**config.mk**
```make
export PLATFORM = sky130hd
export DESIGN_NAME = hazard_forward_unit_flat
export DESIGN_NICKNAME = d
export VERILOG_FILES = /design/src/rtl/hazard_pkg.sv /design/src/rtl/hazard_forward_unit_if.sv /design/src/rtl/hazard_forward_unit_fwd_match.sv /design/src/rtl/hazard_forward_unit.sv /design/src/flat_wrapper.sv
export SDC_FILE = /design/constraint.sdc
export NUM_CORES = 1
export LEC_CHECK = 0
export CORE_UTILIZATION = 30
export DETAILED_ROUTE_END_ITERATION = 8
export DONT_BUFFER_PORTS = 1
export HOLD_SLACK_MARGIN = 0.15
export PLACE_DENSITY = 0.4
export SYNTH_ARGS = -nofsm -noshare
export SYNTH_HDL_FRONTEND = slang
export SYNTH_SLANG_ARGS = --single-unit
```
**constraint.sdc**
```tcl
create_clock -name clk -period 4.3 [get_ports clk]
set_clock_uncertainty 0.2 [all_clocks]
set_input_delay 0.43 -clock clk [delete_from_list [all_inputs] [get_ports clk]]
set_output_delay 0.43 -clock clk [all_outputs]
set_load 0.005 [all_outputs]
```
**src/rtl/hazard_pkg.sv**
```systemverilog
// Shared definitions for the ID-stage forwarding / hazard unit: operand select
// codes, the pipeline-control state enum and the select priority helper.
package hazard_pkg;

  localparam logic [1:0] SEL_RF  = 2'b00;
  localparam logic [1:0] SEL_ALU = 2'b01;
  localparam logic [1:0] SEL_WB  = 2'b10;
  localparam logic [1:0] SEL_BYP = 2'b11;

  typedef enum logic [1:0] {
    RUN      = 2'd0,
    LU_STALL = 2'd1,
    MEM_WAIT = 2'd2
  } hazard_state_e;

  // Youngest producer wins: EX/MEM result, then MEM/WB, then the write in flight.
  function automatic logic [1:0] pick_sel(input logic ex_hit,
                                          input logic mem_hit,
                                          input logic wb_hit);
    if (ex_hit)       return SEL_ALU;
    else if (mem_hit) return SEL_WB;
    else if (wb_hit)  return SEL_BYP;
    else              return SEL_RF;
  endfunction

endpackage

```
**src/rtl/hazard_forward_unit_if.sv**
```systemverilog
// Pipeline <-> hazard unit bundle. Counter signals exist only when
// HAZARD_PERF_CNT_EN is defined.
interface hazard_forward_unit_if #(
  parameter int REG_AW  = 3,
  parameter int NUM_SRC = 2,
  parameter int CNT_W   = 16
);

  logic                        id_valid;
  logic [NUM_SRC*REG_AW-1:0]   id_src;
  logic [NUM_SRC-1:0]          id_src_used;
  logic [REG_AW-1:0]           ex_rdst;
  logic [REG_AW-1:0]           mem_rdst;
  logic [REG_AW-1:0]           wb_rdst;
  logic                        ex_wb;
  logic                        mem_wb;
  logic                        wb_wb;
  logic                        ex_mem_read;
  logic                        mem_busy;
  logic [2*NUM_SRC-1:0]        exec_sel;
  logic                        stall_if_id;
  logic                        bubble_ex;
  logic                        freeze;
`ifdef HAZARD_PERF_CNT_EN
  logic [CNT_W-1:0]            lu_stall_cnt;
  logic [CNT_W-1:0]            mem_stall_cnt;
`endif

  if (NUM_SRC < 1 || NUM_SRC > 4 || REG_AW < 1 || CNT_W < 1) begin : g_cfg_check
    $error("hazard_forward_unit_if: unsupported parameter set");
  end

  modport master (
    output id_valid, id_src, id_src_used,
    output ex_rdst, mem_rdst, wb_rdst,
    output ex_wb, mem_wb, wb_wb, ex_mem_read, mem_busy,
    input  exec_sel, stall_if_id, bubble_ex, freeze
`ifdef HAZARD_PERF_CNT_EN
    , input lu_stall_cnt, mem_stall_cnt
`endif
  );

  modport slave (
    input  id_valid, id_src, id_src_used,
    input  ex_rdst, mem_rdst, wb_rdst,
    input  ex_wb, mem_wb, wb_wb, ex_mem_read, mem_busy,
    output exec_sel, stall_if_id, bubble_ex, freeze
`ifdef HAZARD_PERF_CNT_EN
    , output lu_stall_cnt, mem_stall_cnt
`endif
  );

endinterface

```
**src/rtl/hazard_forward_unit_fwd_match.sv**
```systemverilog
// Per-operand priority comparator: forwarding select plus load-use hit for one
// ID source register. Purely combinational.
module fwd_match
  import hazard_pkg::*;
#(
  parameter int REG_AW = 3
) (
  input  logic [REG_AW-1:0] src,
  input  logic              used,
  input  logic [REG_AW-1:0] ex_rdst,
  input  logic              ex_wb,
  input  logic              ex_mem_read,
  input  logic [REG_AW-1:0] mem_rdst,
  input  logic              mem_wb,
  input  logic [REG_AW-1:0] wb_rdst,
  input  logic              wb_wb,
  output logic [1:0]        sel,
  output logic              lu_hit
);

  logic ex_match;

  // A load in EX has no result yet, so it can only stall, never forward.
  assign ex_match = used & ex_wb & (src == ex_rdst);
  assign lu_hit   = ex_match & ex_mem_read;
  assign sel      = pick_sel(ex_match & ~ex_mem_read,
                             mem_wb & (src == mem_rdst),
                             wb_wb & (src == wb_rdst));

endmodule

```
**src/rtl/hazard_forward_unit.sv**
```systemverilog
// ID-stage operand forwarding with registered EX selects, load-use bubble and
// mem_busy freeze control. Define HAZARD_PERF_CNT_EN to add stall counters.
module hazard_forward_unit
  import hazard_pkg::*;
#(
  parameter int REG_AW  = 3,
  parameter int NUM_SRC = 2,
  parameter int CNT_W   = 16
) (
  input logic                  clk,
  input logic                  rst,
  hazard_forward_unit_if.slave bus
);

  logic [2*NUM_SRC-1:0] id_sel;
  logic [NUM_SRC-1:0]   src_hit;
  logic                 lu_hit;
  logic                 freeze;
  logic                 bubble_ex;
  logic                 stall_if_id;
  logic [2*NUM_SRC-1:0] exec_sel_q;
  hazard_state_e        state_q;

  if (NUM_SRC < 1 || NUM_SRC > 4 || REG_AW < 1 || CNT_W < 1) begin : g_cfg_check
    $error("hazard_forward_unit: unsupported parameter set");
  end

  for (genvar i = 0; i < NUM_SRC; i++) begin : g_match
    fwd_match #(.REG_AW(REG_AW)) u_match (
      .src         (bus.id_src[i*REG_AW +: REG_AW]),
      .used        (bus.id_src_used[i]),
      .ex_rdst     (bus.ex_rdst),
      .ex_wb       (bus.ex_wb),
      .ex_mem_read (bus.ex_mem_read),
      .mem_rdst    (bus.mem_rdst),
      .mem_wb      (bus.mem_wb),
      .wb_rdst     (bus.wb_rdst),
      .wb_wb       (bus.wb_wb),
      .sel         (id_sel[2*i +: 2]),
      .lu_hit      (src_hit[i])
    );
  end

  assign lu_hit = bus.id_valid & (|src_hit);

  // A bubble is only legal from RUN; mem_busy overrides everything but reset.
  always_comb begin
    freeze      = ~rst & bus.mem_busy;
    bubble_ex   = ~rst & ~bus.mem_busy & (state_q == RUN) & lu_hit;
    stall_if_id = ~rst & (bus.mem_busy | ((state_q == RUN) & lu_hit));
  end

  always_ff @(posedge clk) begin
    if (rst) begin
      state_q <= RUN;
    end else begin
      case (state_q)
        RUN: begin
          if (bus.mem_busy)  state_q <= MEM_WAIT;
          else if (lu_hit)   state_q <= LU_STALL;
        end
        LU_STALL: state_q <= bus.mem_busy ? MEM_WAIT : RUN;
        MEM_WAIT: begin
          if (!bus.mem_busy) state_q <= RUN;
        end
        default: state_q <= RUN;
      endcase
    end
  end

  always_ff @(posedge clk) begin
    if (rst)            exec_sel_q <= '0;
    else if (freeze)    exec_sel_q <= exec_sel_q;
    else if (bubble_ex) exec_sel_q <= '0;
    else                exec_sel_q <= id_sel;
  end

  assign bus.exec_sel    = exec_sel_q;
  assign bus.stall_if_id = stall_if_id;
  assign bus.bubble_ex   = bubble_ex;
  assign bus.freeze      = freeze;

`ifdef HAZARD_PERF_CNT_EN
  logic [CNT_W-1:0] lu_cnt_q;
  logic [CNT_W-1:0] mem_cnt_q;

  // Saturating event counters; they stick at all-ones rather than wrap.
  always_ff @(posedge clk) begin
    if (rst) begin
      lu_cnt_q  <= '0;
      mem_cnt_q <= '0;
    end else begin
      if (bubble_ex && (lu_cnt_q != '1)) lu_cnt_q  <= lu_cnt_q + CNT_W'(1);
      if (freeze && (mem_cnt_q != '1))   mem_cnt_q <= mem_cnt_q + CNT_W'(1);
    end
  end

  assign bus.lu_stall_cnt  = lu_cnt_q;
  assign bus.mem_stall_cnt = mem_cnt_q;
`endif

endmodule

```
**src/flat_wrapper.sv**
```systemverilog
// flat-port wrapper written by rule: the top's interface ports become plain ports
module hazard_forward_unit_flat import hazard_pkg::*;
#(
  parameter int REG_AW  = 3,
  parameter int NUM_SRC = 2,
  parameter int CNT_W   = 16
)
  (clk, rst, bus_id_valid, bus_id_src, bus_id_src_used, bus_ex_rdst, bus_mem_rdst, bus_wb_rdst, bus_ex_wb, bus_mem_wb, bus_wb_wb, bus_ex_mem_read, bus_mem_busy, bus_exec_sel, bus_stall_if_id, bus_bubble_ex, bus_freeze);
  hazard_forward_unit_if #(.REG_AW(REG_AW), .NUM_SRC(NUM_SRC), .CNT_W(CNT_W)) bus_i ();
  input logic clk;
  input logic rst;
  input wire logic [$bits(bus_i.id_valid)-1:0] bus_id_valid;
  input wire logic [$bits(bus_i.id_src)-1:0] bus_id_src;
  input wire logic [$bits(bus_i.id_src_used)-1:0] bus_id_src_used;
  input wire logic [$bits(bus_i.ex_rdst)-1:0] bus_ex_rdst;
  input wire logic [$bits(bus_i.mem_rdst)-1:0] bus_mem_rdst;
  input wire logic [$bits(bus_i.wb_rdst)-1:0] bus_wb_rdst;
  input wire logic [$bits(bus_i.ex_wb)-1:0] bus_ex_wb;
  input wire logic [$bits(bus_i.mem_wb)-1:0] bus_mem_wb;
  input wire logic [$bits(bus_i.wb_wb)-1:0] bus_wb_wb;
  input wire logic [$bits(bus_i.ex_mem_read)-1:0] bus_ex_mem_read;
  input wire logic [$bits(bus_i.mem_busy)-1:0] bus_mem_busy;
  output wire logic [$bits(bus_i.exec_sel)-1:0] bus_exec_sel;
  output wire logic [$bits(bus_i.stall_if_id)-1:0] bus_stall_if_id;
  output wire logic [$bits(bus_i.bubble_ex)-1:0] bus_bubble_ex;
  output wire logic [$bits(bus_i.freeze)-1:0] bus_freeze;
  assign bus_i.id_valid = bus_id_valid;
  assign bus_i.id_src = bus_id_src;
  assign bus_i.id_src_used = bus_id_src_used;
  assign bus_i.ex_rdst = bus_ex_rdst;
  assign bus_i.mem_rdst = bus_mem_rdst;
  assign bus_i.wb_rdst = bus_wb_rdst;
  assign bus_i.ex_wb = bus_ex_wb;
  assign bus_i.mem_wb = bus_mem_wb;
  assign bus_i.wb_wb = bus_wb_wb;
  assign bus_i.ex_mem_read = bus_ex_mem_read;
  assign bus_i.mem_busy = bus_mem_busy;
  assign bus_exec_sel = bus_i.exec_sel;
  assign bus_stall_if_id = bus_i.stall_if_id;
  assign bus_bubble_ex = bus_i.bubble_ex;
  assign bus_freeze = bus_i.freeze;
  hazard_forward_unit #(.REG_AW(REG_AW), .NUM_SRC(NUM_SRC), .CNT_W(CNT_W)) u_core (.clk(clk), .rst(rst), .bus(bus_i));
endmodule
```
==> summary.md, run 1 <==
| Metric | Value |
|---|---|
| Outcome | `complete, but fails checks` |
| # Post-CTS Setup Buffers | `0` |
| Leak Pwr | `0.210 nW` |
| Number of global-route vias before repair | `479` |
| Clock Tree Root | `clkbuf_4` |
| Final Core Density | `between 30% and 40%` |
| DIE HEIGHT | `about 44 um` |
| Sequential-to-total area share from yosys stat | `about 23%` |
| First-pass GRT wire length | `~2000 um` |
| Initial Util | `33.1%` |
| Setup TNS | `0 ns` |
| H-tree depth | `1` |
| Largest net degree at the start of global routing | `8` |
| Gr usage total | `14.5%` |
| Routed vias | `between 400 and 500` |
| Final critical-path required period | `2.20 ns` |
| Largest cells by area after synthesis | `dfxtp_1, xnor2_1, xor2_1` |
| Worst hold start | `bus_mem_busy` |
| CTS resizes | `0` |
| CP max-delay cell | `or4_4` |
| Worst path required time | `between 3 and 4 ns` |
| RR Startpoint | `u_core.state_q[0]` |
| Critical Path AT | `between 1.5 and 2 ns` |
| Max Slew Vio Count | `0` |
| I/O pin count | `32` |
| Total congestion overflow | `0` |
| Drt drc | `2` |
| Nets | `between 80 and 90` |
| Worst-path fanout max | `7` |
| Worst setup path category | `in2out` |
| Diode count | `0` |
| Crit. Startpoint | `bus_id_src[5]` |
| Crit path cell chain | `xor2_1 -> or4_4 -> a21oi_4 -> and2b_1` |
| Yosys warns | `0` |
| CP Launch Type | `input port` |
| Multi-input logic area | `393 um2` |
| Min-delay worst type | `in2reg` |
| Core area | `1560 um2` |
| Max-Cap Viols | `0` |
| Post-DRT Antenna Nets | `0` |
| Power per Cell Area | `239 nW/um2` |
| Site Rows | `14` |
| GPL Wtd Cong | `slightly below 0.8` |
| Clock Latency Late Sink | `0.24 ns` |
| Placed cells | `70` |
| Top-area cell type share of the netlist area | `23.2%` |
| Failing checks | `design-rule violations` |
| Die area | `1890 um2` |
| Per-cell routed wire length | `roughly 17 um` |
| Syn_nets | `80` |
| Synth unique cells | `18` |
| Synthesized area | `between 500 and 600 um2` |
| Total wire length | `around 1300 um` |
| Cell Count, Final, Fillers Out | `76` |
| Post-synthesis area per instance | `around 9.4 um2` |
| Fin. Hold Viols | `0` |
| TritonCTS sink count | `6` |
| IO buf count | `0` |
| Slew HR | `about two thirds` |
| Hpwl dp | `about 1100 um` |
| Endpoints failing setup | `0` |
| Critical Path Max Stage Delay | `~0.57 ns` |
| Vias per cell | `between 5 and 6` |
| Initial antenna violation count | `0` |
| Die X | `43.5 um` |
| Worst-Margin Slew | `about 0.50 ns` |
| Drt first pass iters | `5` |
| Final worst-path cycle share | `51.3%` |
| Max Clk Rate | `approximately 450 MHz` |
| P&R area growth vs syn | `13.3%` |
| Synth Register Bits | `6` |
| Crit. End Element | `output pin` |
| Yosys top cell by area | `dfxtp_1` |
| RSZ-0062 raised after global routing | `no` |
| Register area | `around 120 um2` |
| Drt initial violations | `3` |
| Clock buffer depth | `2` |
| Clock slew at reported path FFs | `about 0.04 ns` |
| CTS tree | `done` |
| Layout cell share with drive strength beyond 1 | `around 15%` |
| Fill count | `about 160` |
| Max VDD drop | `between 0.1 and 0.15 mV` |
| Synth Instances | `55` |
| CTS buffer count | `3` |
-- critical path: cells and delay by family --
kind / cells / cell delay (ns)
AND/OR/NAND/NOR: 2 / 0.74
AO/OA/AOI/OAI: 1 / 0.26
XOR/XNOR: 1 / 0.14
-- layer usage --
layer / GRT usage (%) / part of all wire (%) / vias to the layer above
met5: 0 / 0 / -
met4: 5.00 / 0 / 0
met3: 8.33 / 7.8 / 0
met2: 22.4 / 47 / 17
met1: 16.8 / 45 / 209
li1: - / - / 214
-- layout by cell type (no fill, tap or decap) --
master	count
a21oi_4	1
or2_2	1
o22ai_1	2
a21boi_0	1
and2b_1	2
a2bb2oi_1	2
o41ai_2	2
nand4_1	2
and4_1	4
clkbuf_4	3
xor2_1	6
nand2_1	7
nor2b_1	1
o41ai_1	2
dfxtp_1	6
or4_4	2
dlygate4sd3_1	3
xnor2_1	12
or4_1	1
-- report_power, final --
part | switching, mW | internal [mW]
Combinational | 0.0120 | 0.0175
Clock | 0.0201 | 0.0316
Sequential | 0.00118 | 0.0576
Total | 0.0332 | 0.107
-- worst paths after layout --
| kind | endpoint | slack, ns | depth (start not counted) |
|---|---|---|---|
| worst min register to register | u_core.state_q[1] | 0.25 | 1 |
| worst max-delay path | bus_bubble_ex | 2.10 | 4 |
| worst min-delay path | u_core.state_q[0] | 0.19 | 1 |
| worst max register to register | u_core.bus.exec_sel[1] | 2.24 | 4 |
-- kinds of logic after synthesis --
| kind of cell | after synthesis | synth area share, % |
|---|---|---|
| AOI/OAI and AO/OA | 10 | 20.1 |
| xor gates and xnor gates | 18 | 30.5 |
| buffers and inverters | 1 | 0.726 |
| DFF | 6 | 23.2 |
| and+or+nand+nor | 20 | 25.4 |
-- state kept, by name (all words and copies together) (netlist names) --
signal / cells
u_core.bus.exec_sel: 4
u_core.state_q: 2
-- synthesized netlist by cell type, drive strengths merged --
cell     number
a21boi        1
a21oi         1
a2bb2oi       2
and2b         2
and4          4
clkbuf        1
dfxtp         6
nand2         7
nand4         2
nor2b         1
o22ai         2
o41ai         4
or2           1
or4           3
xnor2        12
xor2          6
-- final cells by class --
type	instances	area share (%)
clock buffers	3	3.85
multi-input cells	48	67.1
well taps	16	3.42
flip-flops and latches	6	20.5
repair buffers	3	5.13
-- per-stage QoR --
step                      hold slack [ns]  worst slack, ns  cell area [um2]  power, mW
after floorplan                     0.208             2.16              517     0.0829
after global placement              0.225             2.11              533     0.0856
after detailed placement            0.237             2.09              533     0.0862
after CTS                           0.183             2.09              586      0.143
after global routing                0.187             2.04              586      0.148
final                               0.187             2.10              586      0.140
-- repair_timing --
action                     in CTS  in global routing
setup endpoints to repair       0                  0
hold buffers                    3                  0
hold endpoints to repair        4                  0
(Power assumes the default switching activity.)
==> run 2, diff against run 1 <==
--- a/config.mk
+++ b/config.mk
@@ -9,7 +9,7 @@
 export DETAILED_ROUTE_END_ITERATION = 8
 export DONT_BUFFER_PORTS = 1
 export HOLD_SLACK_MARGIN = 0.15
-export PLACE_DENSITY = 0.4
+export PLACE_DENSITY = 0.41
 export SYNTH_ARGS = -nofsm -noshare
 export SYNTH_HDL_FRONTEND = slang
 export SYNTH_SLANG_ARGS = --single-unit
==> constraint.sdc (replaced) <==
create_clock -name clk -period 1.8 [get_ports clk]
set_clock_uncertainty 0.2 [all_clocks]
set_input_delay 0.18 -clock clk [delete_from_list [all_inputs] [get_ports clk]]
set_output_delay 0.18 -clock clk [all_outputs]
set_load 0.005 [all_outputs]
==> run 2 against run 1 <==
The flow finishes with violations (design-rule violations, negative hold slack). First-iteration DRC count rose to 3.7 times the previous value. Flip-flop and latch count stayed put. Register-to-register slack got worse by 2.1 ns. Non-clock buffer count grew 3. Count of clock-buffer cells in the layout did not move. Routed wire length grew 5.8%. Clock power rose by 140%. Critical path depth fell by 1. Via count rose by 7.7%. Core utilization up 1.6 points. Largest cell class unchanged.
==> summary.md, run 2 (synthesis gave the netlist of run 1 again) <==
| Metric | Value |
|---|---|
| Setup TNS | `0 ns` |
| Placed Area | `between 500 and 600 um2` |
| Worst hold start | `rst` |
| Clock slew at reported path FFs | `~0.05 ns` |
| Final critical-path required period | `roughly 1.8 ns` |
| CP max-delay cell | `or4_4` |
| Max Slew Vio Count | `0` |
| Cell Count, Final, Fillers Out | `between 70 and 80` |
| Hpwl dp | `1080 um` |
| I/O pin count | `32` |
| Nets | `90` |
| P&R area growth vs syn | `18.2%` |
| Drt first pass iters | `6` |
| Critical Path Max Stage Delay | `~0.52 ns` |
| Post-DRT Antenna Nets | `0` |
| Outcome | `complete, but fails checks` |
| Tot Pwr | `roughly 0.33 mW` |
| Final non-filler cell area | `just over 600 um2` |
| Site Rows | `14` |
| Layout cell share with drive strength beyond 1 | `a little under a quarter` |
| Crit. Startpoint | `u_core.state_q[1]` |
| Core area | `1560 um2` |
| Initial antenna violation count | `0` |
| Per-cell routed wire length | `17.1 um` |
| Endpoints failing setup | `0` |
| Power per Cell Area | `around 550 nW/um2` |
| Gr usage total | `between 10% and 20%` |
| Initial Util | `between 30% and 40%` |
| Final Core Density | `between 30% and 40%` |
| Die area | `between 1500 and 2000 um2` |
| RSZ-0062 raised after global routing | `yes` |
| Clock buffer depth | `2` |
| CTS Hold Bufs | `2` |
| Final worst-path cycle share | `between 90% and 100%` |
| DIE HEIGHT | `about 44 um` |
| Max-Cap Viols | `0` |
| Leak Pwr | `0.229 nW` |
| Clock Latency Late Sink | `roughly 0.24 ns` |
| Largest net degree at the start of global routing | `7` |
| Drt drc | `2` |
| GPL Wtd Cong | `around 0.8` |
| Max VDD drop | `~0.31 mV` |
| CTS tree | `done` |
| Fin. Hold Viols | `4` |
| Clock Tree Root | `clkbuf_4` |
| Max reg flops | `4` |
| Failing checks | `design-rule violations, negative hold slack` |
| CTS buffer count | `3` |
| Max Clk Rate | `562 MHz` |
| Number of global-route vias before repair | `just under 500` |
| Most common cell after layout, fill and taps aside | `xnor2_1` |
| Vias per cell | `roughly 6` |
| Drt initial violations | `11` |
| Worst-path fanout max | `5` |
| Total congestion overflow | `0` |
| Total wire length | `roughly 1300 um` |
| Hold slack | `-0.158 ns` |
| IO buf count | `0` |
| Crit. End Element | `output pin` |
| Worst setup path category | `reg2out` |
| Worst path required time | `around 1.4 ns` |
| Worst-Margin Slew | `about 0.39 ns` |
| Die X | `~44 um` |
| Most frequent cells in the layout | `xnor2_1, nand2_1, xor2_1` |
| H-tree depth | `1` |
| Place WS | `approximately 0.09 ns` |
| CP Launch Type | `register` |
| TritonCTS sink count | `6` |
| PnR worst setup slack | `between 0.02 and 0.025 ns` |
| First-pass GRT wire length | `2180 um` |
| Diode count | `0` |
| Slew HR | `about three quarters` |
| RR Startpoint | `u_core.state_q[1]` |
| Critical Path AT | `1.40 ns` |
| Routed vias | `approximately 470` |
| Placed cells | `70` |
| Min-delay worst type | `in2reg` |
| Crit path cell chain | `or4_4 -> a21oi_4 -> and2b_1` |
## run 2: changes by cell type in the layout (fill, tap and decap cells not counted)
cell           previous run  this run
or4_4                     2         3
dfxtp_1                   6         5
or4_1                     1         0
buf_4                     0         4
dlygate4sd3_1             3         2
dfxtp_2                   0         1
## run 2: worst paths after layout
kind	endpoint	slack (ns)	depth (start not counted)
setup / recovery	bus_bubble_ex	0.02	3
hold / removal	u_core.bus.exec_sel[2]	-0.16	1
setup reg to reg	u_core.bus.exec_sel[3]	0.16	5
hold reg to reg	u_core.state_q[1]	0.24	1
## run 2: critical path, delay by kind of cell (launching register included)
kind / cells / cell delay (ns)
flip-flops: 1 / 0.31
AND/OR/NAND/NOR: 2 / 0.68
AO/OA/AOI/OAI: 1 / 0.17
## run 2: final cells by class
cell class / count / area (um2)
tap: 16 / 20.0
fill: 167 / 948
multi-input combinational: 48 / 397
timing repair buffer: 6 / 50.0
sequential: 6 / 121
clock buffer: 3 / 22.5
## run 2: repair_timing
action | CTS | global route
buffers inserted | 1 | 3
gates resized for setup | 1 | 1
pin swaps | 1 | 0
hold endpoints to repair | 6 | 5
endpoints found under the setup margin | 2 | 2
## run 2: per-layer routing
metal  global-route usage [%]  vias up  routed length (um)
met5                        0        -                   0
met4                     5.63        0                  36
met3                     6.25        6                  95
met2                     23.0       23                 633
met1                     19.6      223                 584
li1                         -      222                   -
## run 2: where the power goes
part / leakage (nW) / internal, mW / switching, mW
logic: 0.166 / 0.0422 / 0.0285
registers: 0.0490 / 0.138 / 0.00300
clock network: 0.0138 / 0.0753 / 0.0474
total: 0.229 / 0.255 / 0.0789
